==> config.mk <==
export PLATFORM = sky130hd
export DESIGN_NAME = prog_loader
export DESIGN_NICKNAME = d
export VERILOG_FILES = /design/src/rtl/prog_loader.sv
export SDC_FILE = /design/constraint.sdc
export NUM_CORES = 1
export LEC_CHECK = 0
export BUFFER_PORTS_ARGS = -buffer_cell sky130_fd_sc_hd__buf_4
export CORE_UTILIZATION = 27
export CTS_CLUSTER_SIZE = 10
export DETAILED_ROUTE_END_ITERATION = 6
export MAX_ROUTING_LAYER = met4
export SYNTH_ARGS = -nofsm -noshare
export SYNTH_HDL_FRONTEND = slang
export SYNTH_SLANG_ARGS = --single-unit
==> constraint.sdc <==
create_clock -name i_clk -period 3.2 [get_ports i_clk]
set_input_delay 0.48 -clock i_clk [delete_from_list [all_inputs] [get_ports i_clk]]
set_output_delay 0.48 -clock i_clk [all_outputs]
set_load 0.03 [all_outputs]
==> src/rtl/prog_loader.sv <==
// prog_loader: byte-stream program loader for the instruction memory.
//
// Receives a framed byte stream over a valid/ready handshake:
//   N[7:0], N[15:8], N x {instr[7:0], {7'b0, instr[8]}}, XOR checksum of the 2N instruction bytes.
// Each instruction byte pair becomes one IW-bit word. Words are written to consecutive
// addresses starting at 0. After the checksum byte the loader pulses o_done on a clean
// load, or sets the sticky o_err flag.
//
// Ports:
//   i_clk        clock, rising edge
//   i_reset      synchronous active-high reset, overrides everything
//   i_start      arms a load (sampled only when idle)
//   i_in_valid   source presents a byte on i_in_data
//   i_in_data    stream byte
//   o_in_ready   loader accepts a byte this cycle (decoded from state only)
//   o_im_we      instruction-memory write strobe, one cycle per word
//   o_im_addr    write address (held after the strobe)
//   o_im_wdata   write data (held after the strobe)
//   o_busy       high in every state except idle
//   o_done       one-cycle pulse after a clean load
//   o_err        sticky error, cleared by reset or by an accepted start
module prog_loader #(
    parameter int unsigned IW = 9,
    parameter int unsigned AW = 8
) (
    input  logic          i_clk,
    input  logic          i_reset,
    input  logic          i_start,
    input  logic          i_in_valid,
    input  logic [7:0]    i_in_data,
    output logic          o_in_ready,
    output logic          o_im_we,
    output logic [AW-1:0] o_im_addr,
    output logic [IW-1:0] o_im_wdata,
    output logic          o_busy,
    output logic          o_done,
    output logic          o_err
);

    // Count is compared in 17 bits so DEPTH itself is representable for AW up to 16.
    localparam logic [16:0] DEPTH = 17'(2 ** AW);

    typedef enum logic [2:0] {
        StIdle,
        StCntLo,
        StCntHi,
        StInsLo,
        StInsHi,
        StChk,
        StDone
    } state_e;

    state_e        r_state, w_state_next;
    logic [15:0]   r_n, w_n_next;
    logic [AW:0]   r_cnt, w_cnt_next;
    logic [7:0]    r_acc, w_acc_next;
    logic [7:0]    r_low, w_low_next;
    logic          r_im_we, w_im_we_next;
    logic [AW-1:0] r_im_addr, w_im_addr_next;
    logic [IW-1:0] r_im_wdata, w_im_wdata_next;
    logic          r_err, w_err_next;

    logic          w_xfer;
    logic [15:0]   w_n_full;
    logic          w_last_word;

    assign o_in_ready = (r_state == StCntLo) || (r_state == StCntHi) ||
                        (r_state == StInsLo) || (r_state == StInsHi) ||
                        (r_state == StChk);
    assign w_xfer     = i_in_valid && o_in_ready;

    // Full count as it becomes known during the high-byte transfer.
    assign w_n_full    = {i_in_data, r_n[7:0]};
    // The word being written now is word N when counter+1 reaches N.
    assign w_last_word = ((16'(r_cnt) + 16'd1) == r_n);

    always_comb begin
        w_state_next    = r_state;
        w_n_next        = r_n;
        w_cnt_next      = r_cnt;
        w_acc_next      = r_acc;
        w_low_next      = r_low;
        w_im_we_next    = 1'b0;
        w_im_addr_next  = r_im_addr;
        w_im_wdata_next = r_im_wdata;
        w_err_next      = r_err;

        unique case (r_state)
            StIdle: begin
                if (i_start) begin
                    w_state_next = StCntLo;
                    w_err_next   = 1'b0;
                    w_cnt_next   = '0;
                    w_acc_next   = '0;
                end
            end
            StCntLo: begin
                if (w_xfer) begin
                    w_n_next     = {r_n[15:8], i_in_data};
                    w_state_next = StCntHi;
                end
            end
            StCntHi: begin
                if (w_xfer) begin
                    w_n_next = w_n_full;
                    if ({1'b0, w_n_full} > DEPTH) begin
                        w_err_next   = 1'b1;
                        w_state_next = StIdle;
                    end else if (w_n_full == 16'd0) begin
                        w_state_next = StChk;
                    end else begin
                        w_state_next = StInsLo;
                    end
                end
            end
            StInsLo: begin
                if (w_xfer) begin
                    w_low_next   = i_in_data;
                    w_acc_next   = r_acc ^ i_in_data;
                    w_state_next = StInsHi;
                end
            end
            StInsHi: begin
                if (w_xfer) begin
                    w_acc_next = r_acc ^ i_in_data;
                    if (|i_in_data[7:1]) begin
                        w_err_next   = 1'b1;
                        w_state_next = StIdle;
                    end else begin
                        w_im_we_next    = 1'b1;
                        w_im_addr_next  = r_cnt[AW-1:0];
                        w_im_wdata_next = IW'({i_in_data[0], r_low});
                        w_cnt_next      = r_cnt + 1'b1;
                        w_state_next    = w_last_word ? StChk : StInsLo;
                    end
                end
            end
            StChk: begin
                if (w_xfer) begin
                    if (i_in_data == r_acc) begin
                        w_state_next = StDone;
                    end else begin
                        w_err_next   = 1'b1;
                        w_state_next = StIdle;
                    end
                end
            end
            StDone: begin
                w_state_next = StIdle;
            end
            default: begin
                w_state_next = StIdle;
            end
        endcase
    end

    always_ff @(posedge i_clk) begin
        if (i_reset) begin
            r_state    <= StIdle;
            r_n        <= '0;
            r_cnt      <= '0;
            r_acc      <= '0;
            r_low      <= '0;
            r_im_we    <= 1'b0;
            r_im_addr  <= '0;
            r_im_wdata <= '0;
            r_err      <= 1'b0;
        end else begin
            r_state    <= w_state_next;
            r_n        <= w_n_next;
            r_cnt      <= w_cnt_next;
            r_acc      <= w_acc_next;
            r_low      <= w_low_next;
            r_im_we    <= w_im_we_next;
            r_im_addr  <= w_im_addr_next;
            r_im_wdata <= w_im_wdata_next;
            r_err      <= w_err_next;
        end
    end

    assign o_im_we    = r_im_we;
    assign o_im_addr  = r_im_addr;
    assign o_im_wdata = r_im_wdata;
    assign o_busy     = (r_state != StIdle);
    assign o_done     = (r_state == StDone);
    assign o_err      = r_err;

endmodule

# --- Word level (Yosys, flattened, before mapping) ---
# Index checks and enable logic that the tools add are counted.
classes:
  n_addsub: 2
  bitwise: 6
  n_eq_ne: 19
  mux: 31
  n_mul: 0
  magnitude_cmp: 1
  n_reduce_logical: 22
  shifts: 0
  n_div: 0
ops:
  columns: ["op", "n"]
  rows:
  - ["$mux W3", 11]
  - ["$pmux W16 S2", 1]
  - ["$mux W9", 3]
  - ["$mux W8", 3]
  - ["$pmux W3 S6", 1]
  - ["$pmux W9 S2", 1]
  - ["$eq A10 B16 Y1", 1]
  - ["$gt A16 B9 Y1 const B", 1]
  - ["$logic_not A16 Y1", 1]
  - ["$mux W16", 1]
  - ["$ne A2 B2 Y1 const B", 8]
  - ["$pmux W8 S2", 1]
  - ["$reduce_and A3 Y1", 4]
  - ["$add A9 B1 Y10 const B", 1]
  - ["$add A9 B1 Y9 const B", 1]
  - ["$eq A3 B3 Y1 const B", 3]
  - ["$eq A8 B8 Y1", 1]
  - ["$mux W1", 8]
  - ["$reduce_and A8 Y1", 1]
  - ["$xor A8 B8 Y8", 1]
  - ["$reduce_or A7 Y1", 1]
  - ["$eq A3 B2 Y1 const B", 2]
  - ["$ne A2 B1 Y1 const B", 3]
  - ["$reduce_and A6 Y1", 1]
  - ["other kinds (13)", 21]
word_totals:
  word_cells: 91
  n_memories: 0
  in_bits: 12
  mem_bits_rw: 0
  out_inout_bits: 22
  latch_bits: 0
  reg_bits: 63
  rom_bits: 0

# --- Logic depth before layout (Yosys ltp) ---
logic_depth:
  depth_word: 8
  mapped_depth: 9
  mapped_depth_nobuf: 7

# --- Worst setup path before layout ---
# OpenSTA, ideal clock, no wires.
synth_timing:
  path_type: "flip-flop to flip-flop"
  start: "register r_cnt[1]"
  end: "register r_state[1]"
  t_required_ns: 3.073
  path_stages_with_launch: 9
  synth_period_minus_slack_ns: 1.993
  setup_slack_ns: 1.207
  path_buffers: 1
  setup_time_ns: 0.127
  arrival_time_ns: 1.866
  path_cell_list: "dfxtp_1 -> ha_1 -> buf_2 -> nor3b_1 -> o21ai_0 -> o311a_1 -> nor4_2 -> a31oi_1 -> or3_1"
synth_via:
  elab_chain_len: 6
synth_rtl:
  columns: ["element", "line", "source"]
  rows:
  - ["start, declared", "55", "logic [AW:0] r_cnt, w_cnt_next;"]
  - ["start signal, assigned", "171", "r_cnt <= w_cnt_next;"]
  - ["$add A9 B1 Y10", "75", "assign w_last_word = ((16'(r_cnt) + 16'd1) == r_n);"]
  - ["$eq A10 B16 Y1", "75", null]
  - ["$mux W3", "134", "w_state_next = w_last_word ? StChk : StInsLo;"]
  - ["$mux W3", "126", "if (|i_in_data[7:1]) begin"]
  - ["$mux W3", "124", "if (w_xfer) begin"]
  - ["$pmux W3 S6", "88", "unique case (r_state)"]
  - ["end signal, assigned", "159", "r_state <= StIdle;"]
  - ["end signal, assigned", "169", "r_state <= w_state_next;"]
  - ["end, declared", "53", "state_e r_state, w_state_next;"]
# No other way between the ends. The select of a mux whose other input is x is not followed.
# A chain may end at the register's enable or synchronous reset.

# --- Worst setup path in the final report ---
layout_timing:
  start: "register r_state[2]"
  end: "register r_cnt[1]"
layout_via:
  elab_chain_len: 8
  word_cells_on_any_way: 17
  cone_classes: "8 x eq/ne; 1 x mux; 8 x reduce/logical"
layout_rtl:
  columns: ["element", "line", "source"]
  rows:
  - ["$eq A3 B1 Y1 or $eq A3 B2 Y1 (tied branches)", "67", "assign o_in_ready = (r_state == StCntLo) || (r_state == StCntHi) ||"]
  - ["$logic_or A1 B1 Y1 (2 in a row)", "67", null]
  - ["$logic_or A1 B1 Y1 (2 in a row)", "68", "(r_state == StInsLo) || (r_state == StInsHi) ||"]
  - ["$logic_and A1 B1 Y1", "70", "assign w_xfer = i_in_valid && o_in_ready;"]
  - ["$ne A2 B2 Y1 (no line)", null, null]
  - ["$reduce_and A4 Y1 (no line)", null, null]
# Parallel ways exist; a longest one is shown, timed or not.

==> results.md <==
- Traced cell by cell, the critical path runs through or3b_1 > o22ai_1 > nor2_1 > a21oi_1 > nor2_1.
- Counting stages on the worst path, the most repeated cell is sky130_fd_sc_hd__nor2_1.
- The transition time at the pin with the least slew margin is 0.921 ns.
- The switching part of the total is 0.247.
- Across all layers, the routed design uses 2845 vias.
- The startpoint kind of the worst setup timing path is a flop.
- The distinct cell type count of the synthesized netlist is 50.
- The flop and latch count out of synthesis is 63.
- Yosys printed 0 warnings.
- The power density over cell area is 539 nW/um^2.
- The analysis attributes to net switching a power of 496 uW.
- The worst hold path startpoint is i_in_data[1].
- The global-route wire length before repair is 12.9 mm.
- The post-cts sizing count is 0.
- Clock tree synthesis found a total of 63 sinks.
- The tool flagged a number of max-cap violations equal to 0.
- The detailed-route DRC error count is 0.
- The portion of the clock cycle consumed by the worst path in the final layout is 0.755.
- The average vias per placed instance is 5.07.
- The endpoint identified for the worst register-to-register timing path is r_cnt[1].
- The arrival time reported for the critical path endpoint is 2.61 ns.
- The clock reaches the later pin of the worst-skew pair after 0.33 ns.
- Synthesis produced 399 cells.
- The number of I/O port buffers is 33.
- The path class of the tightest hold or removal check is in2reg.
- The achievable frequency is 0.414 GHz.
- Setup violations remaining at the end of the flow were counted as 0.
- The number of clock buffers inserted by TritonCTS is 9.
- The area of the placeable core is 11100 um^2.
- In this run the most used layer during global routing was met2.
- The startpoint identified for the worst register-to-register timing path is r_state[2].
- The setup TNS after final layout is 0 ns.
- After clock tree synthesis, the clock-pin slew on the worst setup and hold paths is 0.05 ns.
- The global route total overflow is 0.
- The number of hold-slack violations in the final timing report is 0.
- The first TritonRoute pass finished after 5 iterations.
- The static leakage is 0.00131 uW.
- The summed area of non-filler cells in the final layout is 3720 um^2.
- Along the worst path, the maximum fanout reaches 17.
- The antenna cell count is 0.
- The number of nets still failing antenna checks after routing is 0.
- For met2 alone, demand over resource in global routing was 0.226.
- The number of nets at the end of the flow is 429.
- The I/O pin count is 34.
- After synthesis the cells add up to 3140 um^2.
- The number of buffers and inverters on the critical path is 0.
- The CTS tree is yes.
- The internal power component is 1510 uW.
- The x dimension of the die is 110 um.
- The data required time at the worst endpoint is 3.39 ns.
- The deepest clock path buffer count is 2.
- The number of cells on the worst reg-to-reg path is 5.
- Setup repair after global routing left no endpoint under its margin.
- After synthesis, the mean cell area works out to 7.86 um^2.
- The count of H-tree levels built during CTS is 3.
- The flow ran to the end, and the final reports show no timing, DRC or antenna violations.
- The core occupancy in the finished layout is 0.336.
- Buffers added to address setup during post-CTS repair amount to 0.
- In this run the register-to-register setup slack is 0.78 ns.
- The number of violations reported at the end of detailed-routing iteration 0 is 309.
- The maximum cell stage delay along the critical path is 0.76 ns.
- The smallest clock period supported by the final layout is computed as 2.42 ns.
- Of the total power, registers draw 0.412.
- The number of antenna violations at the first check in global routing is 0.
- In this run the tightest slew margin relative to its limit is 0.383.
- In this run, post-CTS hold repair placed 0 buffers.
- The placed instances occupy a cell area of 3410 um^2.
- Among all stages on the critical path, the largest delay is contributed by sky130_fd_sc_hd__o22ai_1.
- The net count after synthesis is 412.
- The total number of placement rows is 38.
- The congestion estimate from routability-driven global placement came to 0.825.
- Compared with the post-synthesis result, the final layout area differs by 18.6%.
- Entering global routing, the biggest net connects 66 pins.
- The effective utilization at floorplan is 0.283.
- The category of cells accounting for the largest share of critical-path delay is compound AO/OA/AOI/OAI gates.
- The via count of the first global-routing pass was 2664.
- The routed design has 7.73 mm of wire.
- The estimated wirelength of the detail-placed design is 5.36 mm.
- The worst supply voltage drop on vdd is 0.000292 V.
- In the global route stage, overall resource usage came out at 0.144.
- Of the cells placed in the final design, the portion with a size suffix greater than 1 is 0.150.
- The max-slew violation count is 0.
- The share of total power dissipated in the clock network is 0.495.
- The number of cells traversed by the worst hold path is 3.
- The kind of critical path is reg2reg.
- Tracing the worst setup path back leads to its startpoint at r_state[2].
- The met3 layer usage reported by global route is 0.0409.
- The portion of total power attributed to combinational logic is 0.093.
- The number of fill cells in the layout is 1159.
- The path with the worst hold slack has its endpoint at r_low[1].
- Of the synthesized area, sequential elements account for 0.402.
- The detail-routed net length per standard cell is 13.8 um.
- The worst setup path is captured at a flop.
- The floorplan step defined a die boundary enclosing 12000 um^2.
- On the final layout, the worst clock skew is 0.00401 ns.
- The floorplan step set the die height to 110 um.
- The CTS root buffer is sky130_fd_sc_hd__clkbuf_16.
- For met1 alone, demand over resource in global routing was 0.174.
[layout make-up]
class                           instances  area [um^2]  share of cell area
Sequential cell                        63         1260               0.339
Tap cell                              140          175              0.0471
Timing Repair Buffer                   34          255              0.0686
Multi-Input combinational cell        303         1700               0.457
Inverter                                5         18.8             0.00505
Clock buffer                           11          253              0.0679
Clock inverter                          5         56.3              0.0151
[worst max-delay path by stage]
stage                     depth (start not counted)          to  slack, ns
after floorplan                                   8  r_state[1]       1.21
after global placement                            7    r_cnt[3]       0.88
after detailed placement                          5    r_cnt[1]       0.81
after CTS                                         5    r_cnt[1]       0.80
after global routing                              4    r_cnt[8]       0.57
final                                             5    r_cnt[1]       0.78
[routing by layer]
layer	vias to the layer above	share of wire	routed length [um]
met5	-	0	0
met4	0	0.0080	62
met3	6	0.040	307
met2	70	0.50	3860
met1	1349	0.45	3500
li1	1420	-	-
[cell families after synthesis]
logic type / Yosys count / synth area share
adders and majority gates: 1 / 0.00399
AOI/OAI and AO/OA: 90 / 0.164
and+or+nand+nor: 183 / 0.289
buffers and inverters: 33 / 0.0555
muxes: 9 / 0.0287
DFF: 63 / 0.402
xor gates and xnor gates: 20 / 0.0559
[flip-flops by register name, indices dropped and copies added (netlist names)]
signal and cells:
r_acc 8, r_state 3, o_im_wdata 9, o_im_addr 8, r_n 16, r_cnt 9
r_low 8, o_im_we 1, o_err 1
[synth_stat cells (all sizes together)]
cell type | number | area share
o32a | 1 | 0.0032
nand2 | 78 | 0.093
o21a | 1 | 0.0024
nand3b | 9 | 0.022
mux2i | 9 | 0.029
a211oi | 1 | 0.0024
nor2 | 38 | 0.049
a21oi | 55 | 0.088
o311a | 1 | 0.0032
a311oi | 1 | 0.0028
o22ai | 1 | 0.0020
and3 | 1 | 0.0020
dfxtp | 63 | 0.40
and2 | 1 | 0.0020
a31oi | 5 | 0.010
and4 | 1 | 0.0036
nor2b | 3 | 0.0060
nand2b | 3 | 0.0060
a31o | 2 | 0.0056
or3 | 6 | 0.012
o2111ai | 1 | 0.0028
a21o | 1 | 0.0024
nor3b | 4 | 0.0096
a2bb2oi | 1 | 0.0028
ha | 1 | 0.0040
xnor2 | 6 | 0.017
nand4 | 3 | 0.0060
inv | 5 | 0.0060
or3b | 1 | 0.0028
o211ai | 2 | 0.0048
o211a | 1 | 0.0032
nor4 | 5 | 0.012
a41oi | 2 | 0.0056
clkbuf | 12 | 0.015
nor3 | 15 | 0.035
or4 | 3 | 0.0096
xor2 | 14 | 0.039
o32ai | 1 | 0.0028
buf | 16 | 0.035
nand3 | 12 | 0.019
o21ai | 13 | 0.021
[layout by cell type (no fill, tap or decap), types with 2 or more instances in the layout]
| cell | instances |
|---|---|
| sky130_fd_sc_hd__clkinv_2 | 2 |
| sky130_fd_sc_hd__or4_4 | 2 |
| sky130_fd_sc_hd__o21ai_0 | 9 |
| sky130_fd_sc_hd__nor4_1 | 4 |
| sky130_fd_sc_hd__a31oi_1 | 5 |
| sky130_fd_sc_hd__buf_4 | 34 |
| sky130_fd_sc_hd__nand3b_1 | 9 |
| sky130_fd_sc_hd__a41oi_1 | 2 |
| sky130_fd_sc_hd__clkbuf_16 | 9 |
| sky130_fd_sc_hd__a21oi_1 | 55 |
| sky130_fd_sc_hd__nor3_1 | 8 |
| sky130_fd_sc_hd__xor2_1 | 14 |
| sky130_fd_sc_hd__or3_1 | 6 |
| sky130_fd_sc_hd__nor3b_1 | 4 |
| sky130_fd_sc_hd__nand2_1 | 78 |
| sky130_fd_sc_hd__nand4_1 | 3 |
| sky130_fd_sc_hd__clkbuf_8 | 2 |
| sky130_fd_sc_hd__inv_1 | 5 |
| sky130_fd_sc_hd__nand2b_1 | 3 |
| sky130_fd_sc_hd__nor2_1 | 36 |
| sky130_fd_sc_hd__nor3_2 | 7 |
| sky130_fd_sc_hd__mux2i_1 | 9 |
| sky130_fd_sc_hd__xnor2_1 | 6 |
| sky130_fd_sc_hd__a31o_1 | 2 |
| sky130_fd_sc_hd__o211ai_1 | 2 |
| sky130_fd_sc_hd__nor2b_1 | 3 |
| sky130_fd_sc_hd__nand3_1 | 12 |
| sky130_fd_sc_hd__dfxtp_1 | 63 |
| sky130_fd_sc_hd__o21ai_1 | 4 |
[metrics by stage]
step,worst slack [ns],instances,hold slack [ns],power (uW)
floorplan,1.21,399,0.432,974
global placement,0.879,545,0.448,1020
detailed placement,0.809,545,0.448,1030
CTS,0.800,561,0.436,2030
global route,0.568,561,0.445,2090
finish,0.783,561,0.451,2010
[tightest hold or removal path, cell delays in order]
cell,delay [ns]
sky130_fd_sc_hd__buf_4,0.14
sky130_fd_sc_hd__nand2_1,0.06
sky130_fd_sc_hd__a21oi_1,0.05
[power by group through the flow]
stage	sequential [uW]	clock, uW	combinational, uW
CTS	825	1020	187
detailed placement	843	0	186
floorplan	826	0	148
global route	829	1060	206
global placement	841	0	183
finish	826	993	186
(Power assumes the default switching activity.)
